$ cat config.mk
export PLATFORM = sky130hd
export DESIGN_NAME = rx_downconverter
export DESIGN_NICKNAME = d
export VERILOG_FILES = /design/src/rtl/rx_downconverter.sv
export SDC_FILE = /design/constraint.sdc
export NUM_CORES = 1
export LEC_CHECK = 0
export BUFFER_PORTS_ARGS = -buffer_cell sky130_fd_sc_hd__buf_4
export CAP_MARGIN = 20
export CORE_MARGIN = 3
export CORE_UTILIZATION = 30
export DETAILED_ROUTE_END_ITERATION = 7
export PLACE_DENSITY = 0.53
export REMOVE_ABC_BUFFERS = 1
export SLEW_MARGIN = 20
export SYNTH_ARGS = -nofsm -noshare
export SYNTH_HDL_FRONTEND = slang
export SYNTH_SLANG_ARGS = --single-unit
$ cat constraint.sdc
create_clock -name clk -period 4.6 [get_ports clk]
set_input_delay 0.46 -clock clk [delete_from_list [all_inputs] [get_ports clk]]
set_output_delay 0.46 -clock clk [all_outputs]
set_load 0.01 [all_outputs]
$ cat src/rtl/rx_downconverter.sv
// Receive-side fs/4 quadrature downconverter: undoes the 4-phase NCO rotation and
// integrates-and-dumps each NCO frame into one I/Q pair, with phase alignment and clip detect.
module rx_downconverter #(
  parameter int unsigned W = 18
) (
  input  logic                clk,
  input  logic                reset,
  input  logic signed [W-1:0] rx_in,
  input  logic [1:0]          phase_offset,
  input  logic                slip,
  input  logic                sym_clk_ena,
  input  logic                clr_clip,
  output logic signed [W-1:0] i_out,
  output logic signed [W-1:0] q_out,
  output logic                out_valid,
  output logic                out_sym,
  output logic                clip_flag
);

  localparam logic signed [W-1:0] MaxVal = {1'b0, {(W-1){1'b1}}};
  localparam logic signed [W-1:0] MinVal = {1'b1, {(W-1){1'b0}}};

  logic [1:0]          cnt_q, cnt_d, ph;
  logic signed [W:0]   i_acc_q, i_acc_d, q_acc_q, q_acc_d;
  logic signed [W:0]   rx_ext, i_dump;
  logic signed [W-1:0] i_out_q, i_out_d, q_out_q, q_out_d;
  logic                sym_seen_q, sym_seen_d;
  logic                out_valid_q, out_valid_d, out_sym_q, out_sym_d;
  logic                clip_q, clip_d;
  logic                dump;
  logic                unused_lsb;

  assign rx_ext = {rx_in[W-1], rx_in};
  assign ph     = cnt_q + phase_offset;
  // Slip outranks the phase-3 dump; the dump then lands on the next cycle.
  assign dump   = ~slip & (ph == 2'd3);
  // The current phase-3 sample is folded straight into the dump.
  assign i_dump = i_acc_q - rx_ext;
  // Dropping the LSB of the W+1-bit sum is the floor-rounded arithmetic halving.
  assign unused_lsb = i_dump[0] ^ q_acc_q[0];

  always_comb begin
    cnt_d       = slip ? cnt_q : cnt_q + 2'd1;
    i_acc_d     = i_acc_q;
    q_acc_d     = q_acc_q;
    i_out_d     = i_out_q;
    q_out_d     = q_out_q;
    sym_seen_d  = sym_seen_q | sym_clk_ena;
    out_valid_d = dump;
    out_sym_d   = 1'b0;
    if (dump) begin
      i_acc_d    = '0;
      q_acc_d    = '0;
      i_out_d    = i_dump[W:1];
      q_out_d    = q_acc_q[W:1];
      out_sym_d  = sym_seen_q | sym_clk_ena;
      sym_seen_d = 1'b0;
    end else if (!slip) begin
      case (ph)
        2'd0:    q_acc_d = q_acc_q + rx_ext;
        2'd1:    i_acc_d = i_acc_q + rx_ext;
        2'd2:    q_acc_d = q_acc_q - rx_ext;
        default: ;
      endcase
    end
    if ((rx_in == MaxVal) || (rx_in == MinVal)) begin
      clip_d = 1'b1;
    end else if (clr_clip) begin
      clip_d = 1'b0;
    end else begin
      clip_d = clip_q;
    end
  end

  always_ff @(posedge clk) begin
    if (!reset) begin
      cnt_q       <= '0;
      i_acc_q     <= '0;
      q_acc_q     <= '0;
      i_out_q     <= '0;
      q_out_q     <= '0;
      sym_seen_q  <= 1'b0;
      out_valid_q <= 1'b0;
      out_sym_q   <= 1'b0;
      clip_q      <= 1'b0;
    end else begin
      cnt_q       <= cnt_d;
      i_acc_q     <= i_acc_d;
      q_acc_q     <= q_acc_d;
      i_out_q     <= i_out_d;
      q_out_q     <= q_out_d;
      sym_seen_q  <= sym_seen_d;
      out_valid_q <= out_valid_d;
      out_sym_q   <= out_sym_d;
      clip_q      <= clip_d;
    end
  end

  assign i_out     = i_out_q;
  assign q_out     = q_out_q;
  assign out_valid = out_valid_q;
  assign out_sym   = out_sym_q;
  assign clip_flag = clip_q;

endmodule

**After elaboration in Yosys (flattened, before gate mapping)**

Index checks and enable logic that the tools add are counted.

- Add/subtract/negate cells: 6
- Multiply operators: 0
- Div/mod/pow operators: 0
- Magnitude comparators: 0
- Equal/unequal tests: 5
- Shifts and indexed selects: 0
- Multiplexer cells: 3
- Bitwise gates (word level): 4
- Reduce and logical (&&, ||, !) cells: 8

Operators by type and width:

| cell | count |
|---|---|
| $add 19x18->19 | 2 |
| $pmux 19 s2 | 1 |
| $sub 19x18->19 | 2 |
| $eq 18x18->1 const B | 2 |
| $reduce_and 2->1 | 3 |
| $eq 2x2->1 const B | 2 |
| $reduce_bool 2->1 | 2 |
| $add 2x1->2 const B | 1 |
| $add 2x2->2 | 1 |
| $eq 2x1->1 const B | 1 |
| $logic_not 2->1 | 1 |
| $mux 1 | 2 |
| $not 1->1 | 2 |
| $reduce_or 2->1 | 1 |
| $and 1x1->1 | 1 |
| $logic_or 1x1->1 | 1 |
| $or 1x1->1 | 1 |

- Bits in registers: 80
- Latch bits: 0
- Memory bits (writable): 0
- ROM bits: 0
- Bits of input ports: 25
- Output and inout port bits: 39
- Logic and storage cells: 35
- Memories: 0

**Logic depth before layout (Yosys ltp)**

- Word-level depth: 4
- Depth in mapped cells: 15
- Mapped depth without buffers: 14

**Least setup slack after synthesis**

OpenSTA, ideal clock, no wires.

- Path type: input to register
- From: input phase_offset[0]
- To: register q_acc_q[18]
- Library setup time: 70 ps
- Arrival time: 3758 ps
- Data required time: 4530 ps
- Path slack: 773 ps
- Cell stages on the path: 14
- Path buffers: 2
- Cell sequence: ha_1 -> and2b_2 -> mux2i_1 -> clkbuf_8 -> clkbuf_1 -> a21oi_1 -> fa_1 -> a211oi_2 -> o21ai_1 -> a211oi_1 -> o21ai_2 -> xor2_1 -> or3_1 -> a21oi_1

- Word-level cells in the longest chain between the ends: 4
- Elaborated cells on any way between the ends: 9
- Classes of those cells: add/sub (1); eq/ne (2); mux (1); bitwise (1); reduce/logical (4)

Ends and longest elaborated chain:

| element | line | text |
|---|---|---|
| from (decl) | 9 | `input logic [1:0] phase_offset,` |
| $add 2x2->2 (*) | 34 | `assign ph = cnt_q + phase_offset;` |
| $eq 2x2->1, or another cell as far along | 59 | `case (ph)` |
| $reduce_bool 2->1 (no source line) or $and 1x1->1 (tied branches) | -- |  |
| $reduce_and 2->1 (no source line) or $reduce_or 2->1 (tied branches) | -- |  |
| to (signal assigned) | 89 | `q_acc_q <= q_acc_d;` |
| to (decl) | 24 | `logic signed [W:0] i_acc_q, i_acc_d, q_acc_q, q_acc_d;` |

Mark *: on every way between the ends. The rest lies on a longest branch, timed or not.
A chain may end at the register's enable or synchronous reset.

**Worst setup path in the final report**

- From: register cnt_q[0]
- To: register q_acc_q[17]

- Word-level cells in the longest chain between the ends: 4
- Elaborated cells on any way between the ends: 9
- Classes of those cells: add/sub (1); eq/ne (2); mux (1); bitwise (1); reduce/logical (4)

Ends and longest elaborated chain:

| element | line | text |
|---|---|---|
| from (decl) | 23 | `logic [1:0] cnt_q, cnt_d, ph;` |
| from (signal assigned) | 87 | `cnt_q <= cnt_d;` |
| $add 2x2->2 (*) | 34 |  |
| $eq 2x2->1, or another cell as far along | 59 |  |
| $reduce_bool 2->1 (no source line) or $and 1x1->1 (tied branches) | -- |  |
| $reduce_and 2->1 (no source line) or $reduce_or 2->1 (tied branches) | -- |  |

Marks and branches as above.

==> flow_summary.toml <==
[outcome]
status = "finished, final reports clean"

[clocking]
cts_setup_buffers = 0
htree_levels = 3
cts_tree = "yes"
cts_sinks = 80
cts.clk_slew.worst_paths_ns = 0.06
cts_buffer_depth = 2
clkLatencyLatePin_ns = 0.34
cts_hold_buf = 0
cts-buffers-inserted = 9
post_cts_resized = 0
root_buffer = "clkbuf_16"

[global_routing]
overflow = 0
track_usage_pct = 16.1
grt_first_pass_wirelength_um = 27700
grt_max_degree = 28
antenna_found_initial = 0
grt_pass1_vias = 5341

[layout]
drive_gt1_share_pct = 12.1
stdcell_area_um2 = 6780
area_growth_pct = 16.6
nNetsFinal = 870
antenna_cells = 0
fillers = 2045

[timing]
worst_pin_slew_ns = 0.695
finalHoldViolCount = 0
fin_ws_ns = 0.956
clock_skew_ns = 0.00775
fmaxAchievable_mhz = 274
slew_viol_final = 0
tns_ns = 0
setup_viol = 0
rsz0062_at_grt = "false"
fin_crit_ns = 3.64
whs_ns = 0.344
slew_headroom_pct = 53.2
fin_crit_sh_pct = 79.2

[setup_path]
cp_max_fo = 20
path_class = "reg2reg"
endpoint = "q_acc_q[17]"
r2r_slack_ns = 0.96
worstPathArrival_ns = 3.87
timing.rr.start = "cnt_q[0]"
cp.required_ns = 4.83
start_kind = "flip-flop"
startpoint = "cnt_q[0]"
r2r_end = "q_acc_q[17]"
crit_path_end_kind = "flip-flop"
reg2regPathDepth = 14

[power_and_ir_drop]
irDropWorstVdd_uv = 155
p_total_w = 0.00226
p_leak_nw = 2.83
cellPowerDensity_nw_per_um2 = 333

[route]
wl_um = 16700
ant_nets = 0
via_per_inst = 5.08
drtPass1Iterations = 4
wl_per_cell_um = 15.9
dr_total_vias = 5322
drcViolationCount = 0
drt_iter0_drc = 322

[synthesis]
ys_warn_count = 0
synth_top_cell_area_share_pct = 27.5
synth.distinct_cells = 64
synth_seq_cells = 80
synth_top_cell_by_area = "dfxtp_1"
syn_inst = 733
synth_area_um2 = 5820
synth_edf_count = 0
synth-async-reset-ratio_pct = 0
syn_avg_cell_area_um2 = 7.94
synth_flop_cell = "dfxtp_1"
synth.area.top_cells = "dfxtp_1 28%, ha_1 12%, xnor2_1 5.4%, nand2_1 5.0%, a21oi_1 4.6%"
ys_seq_area_share_pct = 27.5

[floorplan]
coreArea_um2 = 18900
die_area_um2 = 21100
rows = 50
start_util_pct = 30.8
die_w_um = 145
die_h_um = 145
ios = 64

[placed_design]
hpwl_um = 13000
post_dp_cell_area_um2 = 6530
globalplace.congestion = 0.857
preCtsSetupSlack_ns = 0.672
portBuffers = 63

[flow_run]
max_cap_violations = 0

[worst_hold_path]
worstHoldPathType = "in2reg"
-- through the flow --
stage | std cells | utilization [%]
floorplan | 703 | -
global placement | 1034 | 34.6
detailed placement | 1034 | 34.6
CTS | 1048 | 35.9
global route | 1048 | 35.9
finish | 1048 | 35.9
-- cell type report --
class	instances	area (um^2)	area share, %
Timing Repair Buffer	71	533	7.86
Sequential cell	80	1600	23.6
Inverter	41	154	2.27
Clock buffer	13	250	3.69
Clock inverter	1	5.00	0.0738
Tap cell	260	325	4.80
Multi-Input combinational cell	582	3920	57.7
-- cells by family (layout without fill, tap and decap cells) --
group	after synthesis	count (layout)	synth area share, %
AOI/OAI and AO/OA	225	225	25.3
xor gates and xnor gates	55	55	8.41
adders and majority gates	60	60	13.3
buffers and inverters	71	126	5.23
DFF	80	80	27.5
muxes	8	8	1.38
and+or+nand+nor	234	234	18.8
-- routing by layer --
layer / vias up / GRT usage, % / wire length [um]
li1: 2741 / - / -
met4: 0 / 6.36 / 490
met1: 2444 / 21.0 / 8050
met3: 29 / 2.56 / 586
met5: - / 0 / 0
met2: 108 / 26.4 / 7550
-- cells in the mapped netlist, drive strengths merged (11+ instances only) --
cell,n
dfxtp,80
nand2,78
nor2,66
o21ai,59
ha,57
a21oi,54
inv,40
xnor2,37
clkbuf,26
a22o,19
xor2,18
nand3,14
nor3,14
a211oi,13
nor2b,12
a21o,11
-- sequential cells by signal, summed over array words and instances, names as in the netlist --
name	cells
q_acc_q	19
out_valid	1
cnt_q	2
out_sym	1
i_out	18
clip_flag	1
q_out	18
i_acc_q	19
sym_seen_q	1
-- worst min path at each step --
| stage | from | end | slack, ns | cells after the start |
|---|---|---|---|---|
| 3_3_place_gp | sym_seen_q | sym_seen_q | 0.44 | 2 |
| 2_1_floorplan | sym_seen_q | out_sym | 0.42 | 2 |
| 6_report | sym_clk_ena | sym_seen_q | 0.34 | 3 |
| 3_5_place_dp | i_out[0] | i_out[0] | 0.44 | 2 |
| 5_1_grt | sym_clk_ena | sym_seen_q | 0.35 | 3 |
| 4_1_cts | sym_clk_ena | sym_seen_q | 0.33 | 3 |
-- power breakdown --
part           leakage, nW  switching (W)  internal (W)  total (W)
combinational         2.05       0.000480      0.000329   0.000810
clock                0.126       0.000275      0.000374   0.000649
sequential           0.651      0.0000479      0.000753   0.000801
-- layout by cell type, fill, tap and decap left out, types with 7 or more instances in the layout --
master     instances
a211oi_1          12
nand4_1           10
xor2_1            18
inv_1             39
nand2_1           78
nor4_1             7
o31ai_1            9
o211ai_1          10
clkbuf_16          9
a21oi_1           54
o21ai_0           52
buf_4             71
xnor2_1           36
nand3_1           14
mux2i_1            8
dfxtp_1           80
nor2_1            65
nor2b_1           12
nor3_1            14
o21a_1             8
a22o_1            19
a21o_1            11
ha_1              57
-- worst max-delay path: stages, from the launching register on --
cell,delay (ns)
dfxtp_1,0.32
ha_1,0.35
and2b_2,0.23
mux2i_1,0.15
buf_4,0.26
nor2b_1,0.19
xnor2_1,0.14
ha_1,0.32
o21a_1,0.21
o31a_1,0.14
o21ai_1,0.24
o21ai_1,0.15
a311oi_1,0.51
mux2i_1,0.24
nand3_1,0.08
No activity file was read; power rests on OpenSTA's default activity.
